==> src/rtl/lval_align_pkg.sv <==
// Shared types and widths for the LVDS link-training sequencer.
// Imported by the controller, its skew monitor and the bus interface.
package lval_align_pkg;

    typedef enum logic [2:0] {
        ST_IDLE,
        ST_SLIP,
        ST_SETTLE,
        ST_CHECK,
        ST_DONE,
        ST_FAIL
    } state_e;

    localparam int WORD_W   = 12;
    localparam int SLIP_MAX = 11;
    localparam int CNT_W    = 8;
    localparam int TO_W     = 16;
    localparam int SLIP_W   = 4;
    localparam int ELANE_W  = 4;

    function automatic int lane_w(input int n);
        return (n > 1) ? $clog2(n) : 1;
    endfunction

endpackage

==> src/rtl/lval_align_ctrl_if.sv <==
// Receive-path bus between the deserialisers/aligners and the training sequencer.
// master drives words and requests; slave is the sequencer.
interface lval_align_ctrl_if #(
    parameter int LANES = 8
);
    import lval_align_pkg::*;

    logic                      train_req;
    logic [LANES-1:0]          data_valid;
    logic [LANES*WORD_W-1:0]   data_in;
    logic [LANES-1:0]          sync_valid;
    logic [LANES-1:0]          bitslip;
    logic [LANES-1:0]          lane_lock;
    logic                      align_done;
    logic                      align_err;
    logic [ELANE_W-1:0]        err_lane;
    logic                      busy;

    modport master (
        output train_req, data_valid, data_in, sync_valid,
        input  bitslip, lane_lock, align_done, align_err, err_lane, busy
    );

    modport slave (
        input  train_req, data_valid, data_in, sync_valid,
        output bitslip, lane_lock, align_done, align_err, err_lane, busy
    );

endinterface

==> src/rtl/lval_skew_mon.sv <==
// Counts consecutive cycles of sync-valid skew across lanes while enabled and
// reports the lowest lane whose sync_valid disagrees with lane 0.
module lval_skew_mon
    import lval_align_pkg::*;
#(
    parameter int LANES        = 8,
    parameter int MISALIGN_MAX = 4
) (
    input  logic               clk,
    input  logic               rst,
    input  logic               en,
    input  logic [LANES-1:0]   sync_valid,
    output logic               timeout,
    output logic [ELANE_W-1:0] diff_lane
);

    logic [CNT_W-1:0] cnt_q;
    logic [CNT_W-1:0] cnt_d;
    logic             skew;

    // Skew detect, timeout strobe and next count; any clean cycle restarts the run.
    always_comb begin
        skew    = (sync_valid != '0) && (sync_valid != '1);
        timeout = en && skew && (cnt_q == CNT_W'(MISALIGN_MAX - 1));
        cnt_d   = '0;
        if (en && skew && !timeout) begin
            cnt_d = cnt_q + 1'b1;
        end
    end

    // Lowest lane that differs from lane 0; scanning downward leaves the lowest hit.
    always_comb begin
        diff_lane = '0;
        for (int i = LANES - 1; i >= 1; i--) begin
            if (sync_valid[i] != sync_valid[0]) begin
                diff_lane = ELANE_W'(i);
            end
        end
    end

    // Skew run-length register.
    always_ff @(posedge clk or posedge rst) begin
        if (rst) begin
            cnt_q <= '0;
        end else begin
            cnt_q <= cnt_d;
        end
    end

endmodule

==> src/rtl/lval_align_ctrl.sv <==
// LVDS link-training sequencer: slips each lane in turn until it shows the
// training word, locks it, then watches sync-valid skew once all lanes are up.
module lval_align_ctrl
    import lval_align_pkg::*;
#(
    parameter int                lvds_pairs   = 8,
    parameter logic [WORD_W-1:0] TRAIN_WORD   = 12'hF0C,
    parameter int                MATCH_CNT    = 16,
    parameter int                SETTLE_CYC   = 8,
    parameter int                CHECK_TO     = 64,
    parameter int                MISALIGN_MAX = 4,
    parameter bit                AUTO_RETRAIN = 1'b1
) (
    input  logic             clk_rxg,
    input  logic             rst_rx,
    lval_align_ctrl_if.slave bus
);

    localparam int                  LW        = lane_w(lvds_pairs);
    localparam logic [LW-1:0]       LAST_LANE = LW'(lvds_pairs - 1);
    localparam logic [lvds_pairs-1:0] LANE_ONE = lvds_pairs'(1);

    state_e              state_q, state_d;
    logic [LW-1:0]       lane_idx_q, lane_idx_d;
    logic [SLIP_W-1:0]   slip_cnt_q, slip_cnt_d;
    logic [CNT_W-1:0]    match_cnt_q, match_cnt_d;
    logic [CNT_W-1:0]    settle_cnt_q, settle_cnt_d;
    logic [TO_W-1:0]     to_cnt_q, to_cnt_d;
    logic [WORD_W-1:0]   word_q, word_d;
    logic                wvalid_q, wvalid_d;

    logic [lvds_pairs-1:0] bitslip_q, bitslip_d;
    logic [lvds_pairs-1:0] lane_lock_q, lane_lock_d;
    logic                  align_done_q, align_done_d;
    logic                  align_err_q, align_err_d;
    logic [ELANE_W-1:0]    err_lane_q, err_lane_d;
    logic                  busy_q, busy_d;

    logic                start_ev;
    logic                lock_ev;
    logic                fail_ev;
    logic                miss;
    logic [ELANE_W-1:0]  fail_lane;
    logic                skew_to;
    logic [ELANE_W-1:0]  skew_lane;

    lval_skew_mon #(
        .LANES        (lvds_pairs),
        .MISALIGN_MAX (MISALIGN_MAX)
    ) u_skew_mon (
        .clk        (clk_rxg),
        .rst        (rst_rx),
        .en         (state_q == ST_DONE),
        .sync_valid (bus.sync_valid),
        .timeout    (skew_to),
        .diff_lane  (skew_lane)
    );

    // Next state, counters and the training events that feed the outputs.
    always_comb begin
        state_d      = state_q;
        lane_idx_d   = lane_idx_q;
        slip_cnt_d   = slip_cnt_q;
        match_cnt_d  = match_cnt_q;
        settle_cnt_d = settle_cnt_q;
        to_cnt_d     = to_cnt_q;
        start_ev     = 1'b0;
        lock_ev      = 1'b0;
        fail_ev      = 1'b0;
        miss         = 1'b0;
        fail_lane    = '0;
        unique case (state_q)
            ST_IDLE: begin
                if (bus.train_req) begin
                    start_ev = 1'b1;
                end
            end
            ST_SLIP: begin
                slip_cnt_d   = slip_cnt_q + 1'b1;
                settle_cnt_d = '0;
                state_d      = ST_SETTLE;
            end
            ST_SETTLE: begin
                if (settle_cnt_q == CNT_W'(SETTLE_CYC - 1)) begin
                    settle_cnt_d = '0;
                    match_cnt_d  = '0;
                    to_cnt_d     = '0;
                    state_d      = ST_CHECK;
                end else begin
                    settle_cnt_d = settle_cnt_q + 1'b1;
                end
            end
            ST_CHECK: begin
                if (wvalid_q) begin
                    to_cnt_d = '0;
                    if (word_q == TRAIN_WORD) begin
                        if (match_cnt_q == CNT_W'(MATCH_CNT - 1)) begin
                            lock_ev     = 1'b1;
                            match_cnt_d = '0;
                            if (lane_idx_q == LAST_LANE) begin
                                state_d = ST_DONE;
                            end else begin
                                lane_idx_d = lane_idx_q + 1'b1;
                                slip_cnt_d = '0;
                            end
                        end else begin
                            match_cnt_d = match_cnt_q + 1'b1;
                        end
                    end else begin
                        miss = 1'b1;
                    end
                end else if (to_cnt_q == TO_W'(CHECK_TO - 1)) begin
                    miss = 1'b1;
                end else begin
                    to_cnt_d = to_cnt_q + 1'b1;
                end
                if (miss) begin
                    match_cnt_d = '0;
                    to_cnt_d    = '0;
                    if (slip_cnt_q == SLIP_W'(SLIP_MAX)) begin
                        fail_ev   = 1'b1;
                        fail_lane = ELANE_W'(lane_idx_q);
                        state_d   = ST_FAIL;
                    end else begin
                        state_d = ST_SLIP;
                    end
                end
            end
            ST_DONE: begin
                if (bus.train_req || (skew_to && AUTO_RETRAIN)) begin
                    start_ev = 1'b1;
                end else if (skew_to) begin
                    fail_ev   = 1'b1;
                    fail_lane = skew_lane;
                    state_d   = ST_FAIL;
                end
            end
            ST_FAIL: begin
                if (bus.train_req) begin
                    start_ev = 1'b1;
                end
            end
            default: begin
                state_d = ST_IDLE;
            end
        endcase
        if (start_ev) begin
            state_d      = ST_CHECK;
            lane_idx_d   = '0;
            slip_cnt_d   = '0;
            match_cnt_d  = '0;
            settle_cnt_d = '0;
            to_cnt_d     = '0;
        end
    end

    // Registered outputs derived from the upcoming state and training events.
    always_comb begin
        bitslip_d    = (state_d == ST_SLIP) ? (LANE_ONE << lane_idx_d) : '0;
        busy_d       = (state_d == ST_SLIP) || (state_d == ST_SETTLE) ||
                       (state_d == ST_CHECK);
        align_done_d = (state_d == ST_DONE);
        lane_lock_d  = lane_lock_q;
        align_err_d  = align_err_q;
        err_lane_d   = err_lane_q;
        if (start_ev) begin
            lane_lock_d = '0;
            align_err_d = 1'b0;
            err_lane_d  = '0;
        end
        if (lock_ev) begin
            lane_lock_d = lane_lock_q | (LANE_ONE << lane_idx_q);
        end
        if (fail_ev) begin
            align_err_d = 1'b1;
            err_lane_d  = fail_lane;
        end
    end

    // Lane word mux follows the next lane index so a freshly selected lane is
    // compared from its first CHECK cycle.
    always_comb begin
        word_d   = '0;
        wvalid_d = 1'b0;
        for (int i = 0; i < lvds_pairs; i++) begin
            if (lane_idx_d == LW'(i)) begin
                word_d   = bus.data_in[i*WORD_W +: WORD_W];
                wvalid_d = bus.data_valid[i];
            end
        end
    end

    // State, counter, mux and output registers.
    always_ff @(posedge clk_rxg or posedge rst_rx) begin
        if (rst_rx) begin
            state_q      <= ST_IDLE;
            lane_idx_q   <= '0;
            slip_cnt_q   <= '0;
            match_cnt_q  <= '0;
            settle_cnt_q <= '0;
            to_cnt_q     <= '0;
            word_q       <= '0;
            wvalid_q     <= 1'b0;
            bitslip_q    <= '0;
            lane_lock_q  <= '0;
            align_done_q <= 1'b0;
            align_err_q  <= 1'b0;
            err_lane_q   <= '0;
            busy_q       <= 1'b0;
        end else begin
            state_q      <= state_d;
            lane_idx_q   <= lane_idx_d;
            slip_cnt_q   <= slip_cnt_d;
            match_cnt_q  <= match_cnt_d;
            settle_cnt_q <= settle_cnt_d;
            to_cnt_q     <= to_cnt_d;
            word_q       <= word_d;
            wvalid_q     <= wvalid_d;
            bitslip_q    <= bitslip_d;
            lane_lock_q  <= lane_lock_d;
            align_done_q <= align_done_d;
            align_err_q  <= align_err_d;
            err_lane_q   <= err_lane_d;
            busy_q       <= busy_d;
        end
    end

    assign bus.bitslip    = bitslip_q;
    assign bus.lane_lock  = lane_lock_q;
    assign bus.align_done = align_done_q;
    assign bus.align_err  = align_err_q;
    assign bus.err_lane   = err_lane_q;
    assign bus.busy       = busy_q;

endmodule

==> src/flat_wrapper.sv <==
// flat-port wrapper written by rule: the top's interface ports become plain ports
module lval_align_ctrl_flat import lval_align_pkg::*;
#(
    parameter int                lvds_pairs   = 8,
    parameter logic [WORD_W-1:0] TRAIN_WORD   = 12'hF0C,
    parameter int                MATCH_CNT    = 16,
    parameter int                SETTLE_CYC   = 8,
    parameter int                CHECK_TO     = 64,
    parameter int                MISALIGN_MAX = 4,
    parameter bit                AUTO_RETRAIN = 1'b1
)
  (clk_rxg, rst_rx, bus_train_req, bus_data_valid, bus_data_in, bus_sync_valid, bus_bitslip, bus_lane_lock, bus_align_done, bus_align_err, bus_err_lane, bus_busy);
  lval_align_ctrl_if #(.LANES((8))) bus_i ();
  input  logic clk_rxg;
  input  logic rst_rx;
  input wire logic [$bits(bus_i.train_req)-1:0] bus_train_req;
  input wire logic [$bits(bus_i.data_valid)-1:0] bus_data_valid;
  input wire logic [$bits(bus_i.data_in)-1:0] bus_data_in;
  input wire logic [$bits(bus_i.sync_valid)-1:0] bus_sync_valid;
  output wire logic [$bits(bus_i.bitslip)-1:0] bus_bitslip;
  output wire logic [$bits(bus_i.lane_lock)-1:0] bus_lane_lock;
  output wire logic [$bits(bus_i.align_done)-1:0] bus_align_done;
  output wire logic [$bits(bus_i.align_err)-1:0] bus_align_err;
  output wire logic [$bits(bus_i.err_lane)-1:0] bus_err_lane;
  output wire logic [$bits(bus_i.busy)-1:0] bus_busy;
  assign bus_i.train_req = bus_train_req;
  assign bus_i.data_valid = bus_data_valid;
  assign bus_i.data_in = bus_data_in;
  assign bus_i.sync_valid = bus_sync_valid;
  assign bus_bitslip = bus_i.bitslip;
  assign bus_lane_lock = bus_i.lane_lock;
  assign bus_align_done = bus_i.align_done;
  assign bus_align_err = bus_i.align_err;
  assign bus_err_lane = bus_i.err_lane;
  assign bus_busy = bus_i.busy;
  lval_align_ctrl #(.lvds_pairs(lvds_pairs), .TRAIN_WORD(TRAIN_WORD), .MATCH_CNT(MATCH_CNT), .SETTLE_CYC(SETTLE_CYC), .CHECK_TO(CHECK_TO), .MISALIGN_MAX(MISALIGN_MAX), .AUTO_RETRAIN(AUTO_RETRAIN)) u_core (.clk_rxg(clk_rxg), .rst_rx(rst_rx), .bus(bus_i));
endmodule
==> config.mk <==
export PLATFORM = sky130hd
export DESIGN_NAME = lval_align_ctrl_flat
export DESIGN_NICKNAME = d
export VERILOG_FILES = /design/src/rtl/lval_align_pkg.sv /design/src/rtl/lval_align_ctrl_if.sv /design/src/rtl/lval_skew_mon.sv /design/src/rtl/lval_align_ctrl.sv /design/src/flat_wrapper.sv
export SDC_FILE = /design/constraint.sdc
export NUM_CORES = 1
export LEC_CHECK = 0
export ABC_AREA = 1
export BUFFER_PORTS_ARGS = -buffer_cell sky130_fd_sc_hd__buf_4
export CORE_MARGIN = 3
export CORE_UTILIZATION = 48
export DETAILED_ROUTE_END_ITERATION = 10
export GPL_ROUTABILITY_DRIVEN = 0
export PLACE_DENSITY_LB_ADDON = 0.05
export SLEW_MARGIN = 20
export SYNTH_ARGS = -nofsm -noshare
export SYNTH_HDL_FRONTEND = slang
export SYNTH_HIERARCHICAL = 1
export SYNTH_SLANG_ARGS = --single-unit
==> constraint.sdc <==
create_clock -name clk_rxg -period 3.2 [get_ports clk_rxg]
set_input_delay 0.64 -clock clk_rxg [delete_from_list [all_inputs] [get_ports clk_rxg]]
set_output_delay 0.64 -clock clk_rxg [all_outputs]
set_load 0.05 [all_outputs]
**Word level (Yosys, flattened, before mapping)**

Cells that the tools add are included.

- Bits in registers: 86
- Bits in latches: 0
- Memory bits (writable): 0
- Bits in read-only memories: 0
- Memories: 0

- Add/subtract/negate cells: 6
- Multiply operators: 0
- Divide/modulo/power cells: 0
- Order comparisons: 0
- Eq/ne operators: 39
- Shift-type cells: 2
- Mux-type cells: 91
- Bitwise operators: 1
- Reductions and logical operators: 20

Operators by type and width:

| operator | count |
|---|---|
| $mux 12 | 8 |
| $mux 8 | 12 |
| $mux 16 | 5 |
| $mux 4 | 16 |
| $mux 3 | 18 |
| $pmux 16 s2 | 1 |
| $pmux 8 s2 | 2 |
| $add 8x1->8 const B | 3 |
| $eq 3x3->1 const B | 8 |
| $mux 1 | 24 |
| $eq 3x2->1 const B | 6 |
| $add 16x1->16 const B | 1 |
| $eq 16x6->1 const B | 1 |
| $pmux 4 s2 | 2 |
| $shl 1x3->8 const A | 2 |
| $pmux 3 s5 | 1 |
| $eq 12x12->1 const B | 1 |
| $ne 3x1->1 const B | 4 |
| $eq 3x1->1 const B | 3 |
| $reduce_bool 3->1 | 3 |
| $eq 8x2->1 const B | 1 |
| $eq 8x3->1 const B | 1 |
| $eq 8x4->1 const B | 1 |
| $ne 4x1->1 const B | 2 |
| 19 further kinds | 33 |

**Depth between registers and ports, before layout**

Gate-level depths: netlist (run 1).

- Depth after elaboration: 17
- Depth in mapped cells: 21

**Cells and area by module**

Netlist (run 1), hierarchy kept.

By module, submodules not included:

| module | times used | cells each | area each (um^2) |
|---|---|---|---|
| lval_align_ctrl | 1 | 665 | 4,863.4 |
| lval_skew_mon | 1 | 95 | 661.9 |

**Worst setup path after synthesis (run 1)**

Ideal clock, no wire load.

- Path type: input port to flip-flop
- Start: input bus_sync_valid[0]
- End: register u_core.settle_cnt_q[7]
- Arrival time: 2.356 ns
- Slack: 0.718 ns
- Stages on the path: 20
- Path buffers: 2
- Path through: buf_6 > inv_4 > ha_1 > nand2_1 > nor2_1 > nor2_4 > nand2_1 > nor2_1 > nand2_2 > nand2_2 > nand2_4 > buf_6 > inv_2 > a31oi_2 > nand2_2 > nand2_1 > nor2_1 > nand2_1 > xor2_1 > a21oi_1

- Cells in the longest elaborated chain, start to end: 8
- Elaborated cells between the ends (all ways): 10

RTL lines:

| element | RTL line | RTL |
|---|---|---|
| start, declared | flat_wrapper.sv:19 | `input wire logic [$bits(bus_i.sync_valid)-1:0] bus_sync_valid;` |
| $ne 8x8->1 or $reduce_bool 8->1 (tied branches) | lval_skew_mon.sv:23 | `skew = (sync_valid != '0) && (sync_valid != '1);` |
| $logic_and 1x1->1 (*) | lval_skew_mon.sv:23 |  |
| $logic_and 1x1->1 (*) (2 in a row) | lval_skew_mon.sv:24 | `timeout = en && skew && (cnt_q == CNT_W'(MISALIGN_MAX - 1));` |
| net u_core.skew_to | lval_align_ctrl.sv:44 | `logic skew_to;` |
| $logic_or 1x1->1 (*) | lval_align_ctrl.sv:130 | `if (bus.train_req \|\| (skew_to && AUTO_RETRAIN)) begin` |
| $mux 1 (*) | lval_align_ctrl.sv:130 |  |
| $pmux 1 s2 (*) | lval_align_ctrl.sv:72 | `unique case (state_q)` |
| $reduce_bool 3->1 (no line) or $mux 8 (tied branches) | -- |  |
| end signal, assigned | lval_align_ctrl.sv:215 | `settle_cnt_q <= settle_cnt_d;` |
| end, declared | lval_align_ctrl.sv:27 | `logic [CNT_W-1:0] settle_cnt_q, settle_cnt_d;` |

Mark *: on every way through the listed nets, which the timed path passes. The rest lies on a longest branch.
A chain may end at the register's enable or synchronous reset.

**Worst setup path in the final report (run 1)**

- Start: register u_core.u_skew_mon.cnt_q[0]
- End: register u_core.match_cnt_q[7]

- Cells in the longest elaborated chain, start to end: 7
- Elaborated cells between the ends (all ways): 11

RTL lines:

| element | RTL line | RTL |
|---|---|---|
| start, declared | lval_skew_mon.sv:17 | `logic [CNT_W-1:0] cnt_q;` |
| start signal, assigned | lval_skew_mon.sv:46 | `cnt_q <= cnt_d;` |
| $eq 8x2->1 (*) | lval_skew_mon.sv:24 |  |
| $logic_and 1x1->1 (*) | lval_skew_mon.sv:24 |  |
| net u_core.skew_to | lval_align_ctrl.sv:44 |  |
| $logic_or 1x1->1 (*) | lval_align_ctrl.sv:130 |  |
| $mux 1 (*) | lval_align_ctrl.sv:130 |  |
| $pmux 1 s2 (*) | lval_align_ctrl.sv:72 |  |
| $ne 4x1->1 (no line) (tied with other cells) | -- |  |
| $reduce_and 4->1 (no line) | -- |  |
| end signal, assigned | lval_align_ctrl.sv:214 | `match_cnt_q <= match_cnt_d;` |
| end, declared | lval_align_ctrl.sv:26 | `logic [CNT_W-1:0] match_cnt_q, match_cnt_d;` |

Marked as above.

==> impl_summary.log, run 1 <==
[metrics] post-synth net total: between 800 and 900
[metrics] number of global-route vias before repair: 5037
[metrics] shortest clock period the worst path allows after layout: 2870 ps
[metrics] effective utilization at floorplan: about half
[metrics] most frequent cells in the layout: 162 x nand2_1, 143 x buf_4, 106 x inv_1
[metrics] library cell used as clock root buffer: clkbuf_8
[metrics] Post-Place Setup Slack: slightly below 200 ps
[metrics] diodes inserted: 0
[metrics] part of the power in combinational logic: 31.5%
[metrics] RSZ-0062 raised after global routing: false
[metrics] clock network power share: 25.0%
[metrics] final cell area excluding filler cells: approximately 6700 µm²
[metrics] TritonCTS clock tree: yes
[metrics] port bufs: between 100 and 150
[metrics] data required time at the worst endpoint: 3430 ps
[metrics] maximum number of pins on one net before global-route repair: 79
[metrics] clock-pin slew of the registers on the worst-case setup and hold paths: about 80 ps
[metrics] highest clock rate: around 350 MHz
[metrics] standard cell core area: 10600 µm²
[metrics] cell area after synthesis: 5370 µm²
[metrics] Hold WC Path Type: input pin to asynchronous set/reset pin
[metrics] Worst Setup Start Kind: flop
[metrics] leakage power figure: 3.33 nW
[metrics] worst slew slack as a fraction of its limit: 63.9%
[metrics] Post-Place Cell Area: 6480 µm²
[metrics] antenna violations before repair: 0
[metrics] share of total power consumed by net switching: 36.4%
[metrics] type of the worst setup path: flop to flop
[metrics] final hold violations: 0
[metrics] drt drc: 0
[metrics] count of vias placed by the detailed router: approximately 5200
[metrics] Post-Synthesis Mean Instance Area: 7.38 µm²
[metrics] gate count of the mapped netlist: 727
[metrics] Worst-Skew Late Latency: 350 ps
[metrics] proportion of layout cells with a drive suffix above 1: 24.8%
[metrics] sequential fraction of design power: 43.5%
[metrics] # H-tree levels: 3
[metrics] total global-route track usage: 23.3%
[metrics] DR iter-0 viols: 417
[metrics] TritonCTS buffer count: 9
[metrics] total wire length after detailed routing: 14400 µm
[metrics] worst-case vdd ir drop: 0.000351 V
[metrics] Sum Neg Setup Slack: 0 ps
[metrics] Switch Pwr: 0.00104 W
[metrics] Synth-to-Final Area Change: 24.2%
[metrics] hold-fix buffer count after cts: 0
[metrics] final setup fails: 0
[metrics] post-cts gate resize count: 0
[metrics] total clock sinks: 86
[metrics] overflow left after global routing: 0
[metrics] total of max-cap violations: 0
[metrics] Internal: around 0.0018 W
[metrics] Final HPWL DP: approximately 11000 µm
[metrics] Final ANT Viol Nets: 0
[metrics] final setup slack of the worst path: 327 ps
[metrics] endpoint kind of the worst setup timing path: flop
[metrics] Crit path arrival time: around 3100 ps
[metrics] outcome: finished clean
[metrics] post-CTS setup-driven buffer insertion count: 0
[metrics] PD cells: 427 nW/µm²
[metrics] overall die area: 12500 µm²
[metrics] routed via count divided by cell count: between 5 and 6
[metrics] global-route wire length before repair: 23700 µm
[metrics] die width: approximately 110 µm
[metrics] count of nets after finishing: 987
[metrics] Post-Route Hold Slack: 236 ps
[metrics] ratio of final minimum period to clock period: 89.8%
[metrics] number of standard-cell rows in the floorplan: 37
[metrics] Pins Over Slew Limit: 0
[metrics] clock tree skew after final layout: 8.82 ps
[metrics] Longest Clk Path Bufs: 2
[metrics] Detailed Routing Iterations Pass 1: 5
[metrics] synthesis warning total: 6
[metrics] worst slew pin tran: 537 ps
[metrics] highest fanout seen on the critical path: 23
[metrics] most common cell after layout, fill and taps aside: nand2_1
[metrics] IO Count: 138
[metrics] Routed wire per std cell: ~14 µm
[metrics] Die Y: between 100 and 150 µm
-- metrics by stage --
stage,instances,utilization (%),total power (W)
2_1_floorplan,727,-,0.00186
3_3_place_gp,986,61.1,0.00214
3_5_place_dp,986,61.1,0.00216
4_1_cts,1002,62.9,0.00287
5_1_grt,1002,62.9,0.00304
6_report,1002,62.9,0.00285
-- worst max-delay path, stage by stage, from the launching register on --
cell and delay, ps:
dfrtp_1 410, ha_1 250, nor3b_1 220, nand3_1 150, nor2_1 150, nand2_2 60, nand2_2 70, nand2_4 180
nand2_1 140, nand2_2 120, inv_2 160, nand2_2 70, inv_1 340, nand2_1 120, nor2_1 170, a31oi_1 110
-- area by class of cell --
class                   instances  area (µm²)
clock buffers                  13         169
clock inverters                 3        17.5
fillers                       966        3930
inverters                     120         453
multi-input cells             500        2610
flip-flops and latches         86        2150
well taps                     136         170
repair buffers                144        1090
-- registers in the layout, summed over array words and instances, names as in the netlist --
register	cells
u_core/bus.align_done	1
u_core/bus.align_err	1
u_core/bus.bitslip	8
u_core/bus.busy	1
u_core/bus.err_lane	4
u_core/bus.lane_lock	8
u_core/lane_idx_q	3
u_core/match_cnt_q	8
u_core/settle_cnt_q	8
u_core/slip_cnt_q	4
u_core/state_q	3
u_core/to_cnt_q	16
u_core/u_skew_mon/cnt_q	8
u_core/word_q	12
u_core/wvalid_q	1
-- path summary, 6_finish.rpt --
kind                                                            from                              endpoint  slack, ps  cells after the start
worst min-delay path                                          rst_rx  u_core/u_skew_mon/cnt_q[3]$_DFF_PP0_        240                      2
min in group clk_rxg                 u_core/to_cnt_q[15]$_DFFE_PP0P_       u_core/to_cnt_q[15]$_DFFE_PP0P_        490                      1
max in group asynchronous                                     rst_rx            u_core/word_q[7]$_DFF_PP0_       2490                      3
worst max register to register  u_core/u_skew_mon/cnt_q[0]$_DFF_PP0_     u_core/match_cnt_q[7]$_DFFE_PP0P_        330                     15
worst max-delay path            u_core/u_skew_mon/cnt_q[0]$_DFF_PP0_     u_core/match_cnt_q[7]$_DFFE_PP0P_        330                     15
worst min register to register       u_core/to_cnt_q[15]$_DFFE_PP0P_       u_core/to_cnt_q[15]$_DFFE_PP0P_        490                      1
-- power by group through the flow --
stage / Combinational (W) / Sequential [W] / Clock, W
3_5_place_dp: 0.000902 / 0.00126 / 0
4_1_cts: 0.000904 / 0.00124 / 0.000731
6_report: 0.000899 / 0.00124 / 0.000713
2_1_floorplan: 0.000548 / 0.00131 / 0
5_1_grt: 0.00101 / 0.00125 / 0.000780
3_3_place_gp: 0.000882 / 0.00126 / 0
-- routing by layer --
layer / vias up / wire length (µm) / track usage (%) / part of all wire (%)
met4: 0 / 436 / 9.33 / 3.0
met2: 203 / 7070 / 40.4 / 49
met3: 29 / 1030 / 4.73 / 7.2
met5: - / 0 / 0 / 0
li1: 2596 / - / - / -
met1: 2366 / 5850 / 28.2 / 41
No activity file was read; power rests on OpenSTA's default activity.
==> inputs of run 2 (changes only) <==
--- a/config.mk
+++ b/config.mk
@@ -5,7 +5,6 @@
 export SDC_FILE = /design/constraint.sdc
 export NUM_CORES = 1
 export LEC_CHECK = 0
-export ABC_AREA = 1
 export BUFFER_PORTS_ARGS = -buffer_cell sky130_fd_sc_hd__buf_4
 export CORE_MARGIN = 3
 export CORE_UTILIZATION = 48
==> run 2 against run 1 <==
Clock power down 7.9%. Global-route usage up 1.3 points. Non-clock buffer count up 21. Design area up 0.73%. Register-to-register slack worse by 80 ps. Critical path type unchanged.
==> impl_summary.log, run 2 <==
[metrics] placed insts: ~830
[metrics] hold-fix buffer count after cts: 0
[metrics] routed via count divided by cell count: 6.08
[metrics] number of global-route vias before repair: around 5200
[metrics] highest clock rate: 339 MHz
[metrics] total clock sinks: 86
[metrics] worst-case vdd ir drop: 0.000204 V
[metrics] library cell used as clock root buffer: clkbuf_8
[metrics] ratio of final minimum period to clock period: 92.2%
[metrics] TritonCTS buffer count: 9
[metrics] endpoint of the worst register-to-register path: u_core/bus.bitslip[4]$_DFF_PP0_
[metrics] Post-Synthesis Mean Instance Area: 9.54 µm²
[metrics] area occupied by multi-input gates: slightly below 3000 µm²
[metrics] post-synth net total: 681
[metrics] # H-tree levels: 3
[metrics] Critical Path, Cell by Cell: ha_1, nor4b_1, nand2_1, nor2_1, nand3b_1, a31o_2, buf_4, o21ai_0, nand3b_1, nor3_1
[metrics] overflow left after global routing: 0
[metrics] launch point of the worst reg-to-reg path: u_core/u_skew_mon/cnt_q[0]$_DFF_PP0_
[metrics] Routed wire per std cell: 17.8 µm
[metrics] slowest cell on the critical path: a31o_2
[metrics] Crit path arrival time: between 3000 and 4000 ps
[metrics] PD cells: 436 nW/µm²
[metrics] gate count of the mapped netlist: around 560
[metrics] die width: between 100 and 150 µm
[metrics] register ranked first by flip-flop count: u_core/to_cnt_q
[metrics] outcome: finished clean
[metrics] Final HPWL DP: 11600 µm
[metrics] maximum number of pins on one net before global-route repair: 79
[metrics] type of the worst setup path: flop to flop
[metrics] worst r2r path cells: 10
[metrics] clock-pin slew of the registers on the worst-case setup and hold paths: around 80 ps
[metrics] register cell area after layout: 2150 µm²
[metrics] post-cts gate resize count: 0
[metrics] Worst Setup Start Kind: flop
[metrics] number of buffers and inverters on the critical path: 1
[metrics] effective utilization at floorplan: about half
[metrics] Die Y: 111 µm
[metrics] Post-Place Setup Slack: -11.0 ps
[metrics] post-CTS setup-driven buffer insertion count: 0
[metrics] most frequent cells in the layout: 164 x buf_4, 86 x dfrtp_1, 54 x o21ai_0
[metrics] TritonCTS clock tree: yes
[metrics] number of standard-cell rows in the floorplan: 37
[metrics] overall die area: approximately 12000 µm²
[metrics] diodes inserted: 0
[metrics] proportion of layout cells with a drive suffix above 1: a little under a third
[metrics] highest fanout seen on the critical path: 14
[metrics] most common cell after layout, fill and taps aside: buf_4
[metrics] leakage power figure: 2.94 nW
[metrics] clock tree skew after final layout: 10.1 ps
[metrics] Fillers: a little under 900
[metrics] Final ANT Viol Nets: 0
[metrics] synthesis warning total: 6
[metrics] slowest stage delay, CP: approximately 410 ps
[metrics] Pins Over Slew Limit: 0
[metrics] total wire length after detailed routing: 15100 µm
[metrics] Worst-Skew Late Latency: 360 ps
[metrics] Regs by FF count: u_core/to_cnt_q (16), u_core/word_q (12)
[metrics] count of vias placed by the detailed router: 5138
[metrics] IO Count: 138
[metrics] standard cell core area: 10500 µm²
[metrics] cell area after synthesis: 5290 µm²
[metrics] RSZ-0062 raised after global routing: false
[metrics] post-route total power: slightly below 0.003 W
[metrics] drt drc: 0
[metrics] count of nets after finishing: about 830
[metrics] final setup slack of the worst path: around 250 ps
[metrics] Sum Neg Setup Slack: 0 ps
[metrics] total of max-cap violations: 0
[metrics] DR iter-0 viols: roughly 360
[metrics] total global-route track usage: 24.6%
[metrics] worst slew pin tran: between 700 and 800 ps
[metrics] final setup fails: 0
[metrics] worst slew slack as a fraction of its limit: 52.3%
[metrics] category of cells accounting for the largest share of critical-path delay: simple AND/OR/NAND/NOR gates
[metrics] endpoint kind of the worst setup timing path: flop
[metrics] Detailed Routing Iterations Pass 1: 9
[metrics] count of placed standard cells in the final layout, fillers left out: about 850
[metrics] Synth-to-Final Area Change: 26.9%
[metrics] Hold WC Path Type: input pin to asynchronous set/reset pin
[metrics] shortest clock period the worst path allows after layout: a little under 3000 ps
[metrics] number of flip-flops under the largest register name: 16
[metrics] data required time at the worst endpoint: 3450 ps
[metrics] setup slack of the most critical reg-to-reg path: 250 ps
[metrics] global-route wire length before repair: ~25000 µm
[metrics] antenna violations before repair: 0
[metrics] Longest Clk Path Bufs: 2
[metrics] final hold violations: 0
[metrics] port bufs: between 100 and 150
[metrics] library cell appearing most often on the critical path: nand3b_1
[metrics] Post-Route Hold Slack: 238 ps
[run 2: worst max-delay path by stage]
stage	to	depth (start not counted)	from	slack (ps)
2_1_floorplan	u_core/match_cnt_q[4]$_DFFE_PP0P_	11	bus_sync_valid[0]	540
3_5_place_dp	u_core/word_q[10]$_DFF_PP0_	12	bus_sync_valid[6]	-10
4_1_cts	u_core/bus.bitslip[4]$_DFF_PP0_	10	u_core/u_skew_mon/cnt_q[0]$_DFF_PP0_	240
6_report	u_core/bus.bitslip[4]$_DFF_PP0_	10	u_core/u_skew_mon/cnt_q[0]$_DFF_PP0_	250
3_3_place_gp	u_core/word_q[10]$_DFF_PP0_	12	bus_sync_valid[6]	60
5_1_grt	u_core/bus.bitslip[4]$_DFF_PP0_	10	u_core/u_skew_mon/cnt_q[0]$_DFF_PP0_	20
[run 2: routing by layer]
layer	global-route usage (%)	part of all wire, %	vias up
met5	0	0	-
met4	9.65	1.8	0
met3	3.82	6.0	20
met2	41.2	49	214
met1	32.1	43	2482
li1	-	-	2422
[run 2: final cells by class]
cell class / instances / area share, %
clock inverters: 1 / 0.112
clock buffers: 13 / 2.22
flip-flops and latches: 86 / 32.0
well taps: 136 / 2.53
inverters: 15 / 0.838
multi-input cells: 429 / 43.8
repair buffers: 165 / 18.5
[run 2: worst reg2reg max path: stages (launching register included)]
cell and delay (ps):
dfrtp_1 390, ha_1 240, nor4b_1 260, nand2_1 180, nor2_1 190, nand3b_1 150
a31o_2 410, buf_4 240, o21ai_0 150, nand3b_1 340, nor3_1 290
[run 2: power by group]
group	leakage [nW]	total, W	switching [W]	internal, W
Combinational	1.71	0.00100	0.000618	0.000387
Clock	0.0756	0.000657	0.000361	0.000296
Sequential	1.15	0.00127	0.0000852	0.00118
Total	2.94	0.00293	0.00106	0.00187
[run 2: through the flow]
stage               instance area, µm²  utilization (%)
floorplan                         5290                -
global placement                  6520             62.0
detailed placement                6520             62.0
CTS                               6680             63.5
global route                      6720             63.9
finish                            6720             63.9
==> inputs of run 3 (changes only) <==
--- a/config.mk
+++ b/config.mk
@@ -14,5 +14,4 @@
 export SLEW_MARGIN = 20
 export SYNTH_ARGS = -nofsm -noshare
 export SYNTH_HDL_FRONTEND = slang
-export SYNTH_HIERARCHICAL = 1
 export SYNTH_SLANG_ARGS = --single-unit
==> run 3 against run 2 <==
Worst hold slack lost 70 ps. Count of clock-buffer cells in the layout fell by 3. Sequential share of layout area rose by 0.88 points. Final cell count down 3.0%. First-iteration DRC count up 5.0%. Setup slack got worse by 47 ps. Critical path type unchanged. Maximum frequency is 1.6% lower. Clock skew rose by 1.6 ps. Non-clock buffer count is 9 lower. Combinational power hardly changed. Die area decreased by 5.2%. Synthesized cell count is 2.5% lower.
==> impl_summary.log, run 3 <==
[metrics] PD cells: 487 nW/µm²
[metrics] effective utilization at floorplan: 50.2%
[metrics] flops & latches, synth: 85
[metrics] proportion of layout cells with a drive suffix above 1: ~30%
[metrics] DR iter-0 viols: 377
[metrics] Die Y: 108 µm
[metrics] type of the worst setup path: flop to flop
[metrics] final setup fails: 0
[metrics] final hold violations: 0
[metrics] clock-pin slew of the registers on the worst-case setup and hold paths: 90 ps
[metrics] fraction of post-synthesis cell area in the top cell type by area: 42.5%
[metrics] Detailed Routing Iterations Pass 1: 5
[metrics] Synth-to-Final Area Change: 29.2%
[metrics] Most used DFF post-synth: dfrtp_1
[metrics] fraction of the yosys area taken by sequential cells: 42.5%
[metrics] post-synth net total: 667
[metrics] Pins Over Slew Limit: 0
[metrics] Post-Route Hold Slack: 168 ps
[metrics] IO Count: roughly 140
[metrics] gate count of the mapped netlist: around 540
[metrics] ratio of final minimum period to clock period: 93.6%
[metrics] diodes inserted: 0
[metrics] highest clock rate: 334 MHz
[metrics] TritonCTS clock tree: yes
[metrics] Crit path arrival time: 3270 ps
[metrics] Synth area leader: dfrtp_1
[metrics] RSZ-0062 raised after global routing: false
[metrics] endpoint kind of the worst setup timing path: flop
[metrics] TritonCTS buffer count: 9
[metrics] drt drc: 0
[metrics] Final ANT Viol Nets: 0
[metrics] register ranked first by flip-flop count: u_core.to_cnt_q
[metrics] antenna violations before repair: 0
[metrics] Final HPWL DP: 11700 µm
[metrics] number of flip-flops under the largest register name: 16
[metrics] Post-Place Setup Slack: ~240 ps
[metrics] die width: 108 µm
[metrics] post-cts gate resize count: 0
[metrics] total wire length after detailed routing: roughly 15000 µm
[metrics] count of nets after finishing: roughly 800
[metrics] Post-Synthesis Mean Instance Area: between 9 and 10 µm²
[metrics] hold-fix buffer count after cts: 0
[metrics] worst-case vdd ir drop: 0.000541 V
[metrics] Sum Neg Setup Slack: 0 ps
[metrics] top cell types by occurrence after synthesis: 85 x dfrtp_1, 55 x nor2_1, 53 x o21ai_0
[metrics] library cell used as clock root buffer: clkbuf_8
[metrics] leakage power figure: 2.98 nW
[metrics] start point of the critical path: u_core.u_skew_mon.cnt_q[4]$_DFF_PP0_
[metrics] shortest clock period the worst path allows after layout: 3000 ps
[metrics] standard cell core area: 9950 µm²
[metrics] number of standard-cell rows in the floorplan: 36
[metrics] Worst-Skew Late Latency: about 380 ps
[metrics] overall die area: 11700 µm²
[metrics] # H-tree levels: 3
[metrics] Longest Clk Path Bufs: 2
[metrics] worst slew pin tran: 695 ps
[metrics] post-CTS setup-driven buffer insertion count: 0
[metrics] top cells by area, synth: dfrtp_1 43%, o21ai_0 5.3%, nor2_1 4.1%
[metrics] routed via count divided by cell count: 5.84
[metrics] total clock sinks: 85
[metrics] FFs w/ async S/R, synth: between 90% and 100%
[metrics] number of enable flip-flop cells after synthesis: 0
[metrics] maximum number of pins on one net before global-route repair: 46
[metrics] overflow left after global routing: 0
[metrics] Regs by FF count: u_core.to_cnt_q (16), u_core.word_q (12)
[metrics] launch point of the worst reg-to-reg path: u_core.u_skew_mon.cnt_q[4]$_DFF_PP0_
[metrics] count of vias placed by the detailed router: 4791
[metrics] Routed wire per std cell: roughly 19 µm
[metrics] number of global-route vias before repair: 4910
[metrics] total global-route track usage: 26.5%
[metrics] clock tree skew after final layout: 11.7 ps
[metrics] Hold WC Path Type: input pin to asynchronous set/reset pin
[metrics] data required time at the worst endpoint: 3470 ps
[metrics] most common cell after layout, fill and taps aside: buf_4
[metrics] Worst Setup Start Kind: flop
[metrics] outcome: finished clean
[metrics] final setup slack of the worst path: 203 ps
[metrics] total of max-cap violations: 0
[metrics] most instantiated library cell after synthesis: dfrtp_1
[metrics] port bufs: 136
[metrics] worst slew slack as a fraction of its limit: 53.4%
[metrics] global-route wire length before repair: 24300 µm
[metrics] synthesis warning total: 0
[metrics] cell area after synthesis: 5000 µm²
[metrics] worst r2r path cells: 8
[metrics] post-route total power: 0.00315 W
[metrics] most frequent cells in the layout: 156 x buf_4, 85 x dfrtp_1, 55 x nor2_1
[metrics] highest fanout seen on the critical path: 13
[metrics] Cell variety after synth: 75
## run 3: worst paths after layout
kind	to	slack [ps]
worst max register to register	u_core.word_q[5]$_DFF_PP0_	200
worst min register to register	u_core.settle_cnt_q[7]$_DFFE_PP0P_	500
min in group clk_rxg	u_core.settle_cnt_q[7]$_DFFE_PP0P_	500
worst min-delay path	u_core.bus.bitslip[6]$_DFF_PP0_	170
max in group asynchronous	u_core.u_skew_mon.cnt_q[2]$_DFF_PP0_	2170
worst max-delay path	u_core.word_q[5]$_DFF_PP0_	200
## run 3: cells by family (layout without fill, tap and decap cells)
kind of cell             after synthesis  in the layout  synth area share (%)
AND/OR/NAND/NOR                      220            220                  23.5
AO/OA/AOI/OAI                        155            155                  21.7
flip-flops                            85             85                  42.5
buffers and inverters                 40            186                  3.80
multiplexers                          18             18                  3.75
adder cells (fa/ha/maj)               11             11                  2.75
XOR/XNOR                              11             11                  1.93
other                                  1              1                0.0750
## run 3: final cells by class
class                   instances  area (µm²)
fillers                       866        3490
multi-input cells             416        2690
flip-flops and latches         85        2130
repair buffers                156        1170
well taps                     133         166
clock buffers                  10         138
clock inverters                 6         116
inverters                      14        53.8
## run 3: critical path, cell delays in order (launching register included)
cell	delay, ps
dfrtp_1	420
or4_4	560
nor4b_4	350
a31o_1	650
a21oi_4	180
buf_4	250
nor2_4	130
a222oi_1	70
a311oi_1	290
## run 3: stage by stage
step	cells	cell area [µm²]	utilization (%)
after CTS	820	6460	64.9
after global routing	820	6460	64.9
after detailed placement	804	6210	62.4
final	820	6460	64.9
after floorplan	541	5000	-
after global placement	804	6210	62.4
## run 3: power by group
group,switching [W],total (W),internal (W)
clock,0.000417,0.000964,0.000547
sequential,0.0000616,0.00121,0.00115
combinational,0.000585,0.000968,0.000384
## run 3: per-layer routing
metal	GRT usage, %	vias up	wire, µm
li1	-	2291	-
met1	34.0	2314	6410
met2	43.6	160	7630
met3	8.18	26	845
met4	7.03	0	326
met5	0	-	0
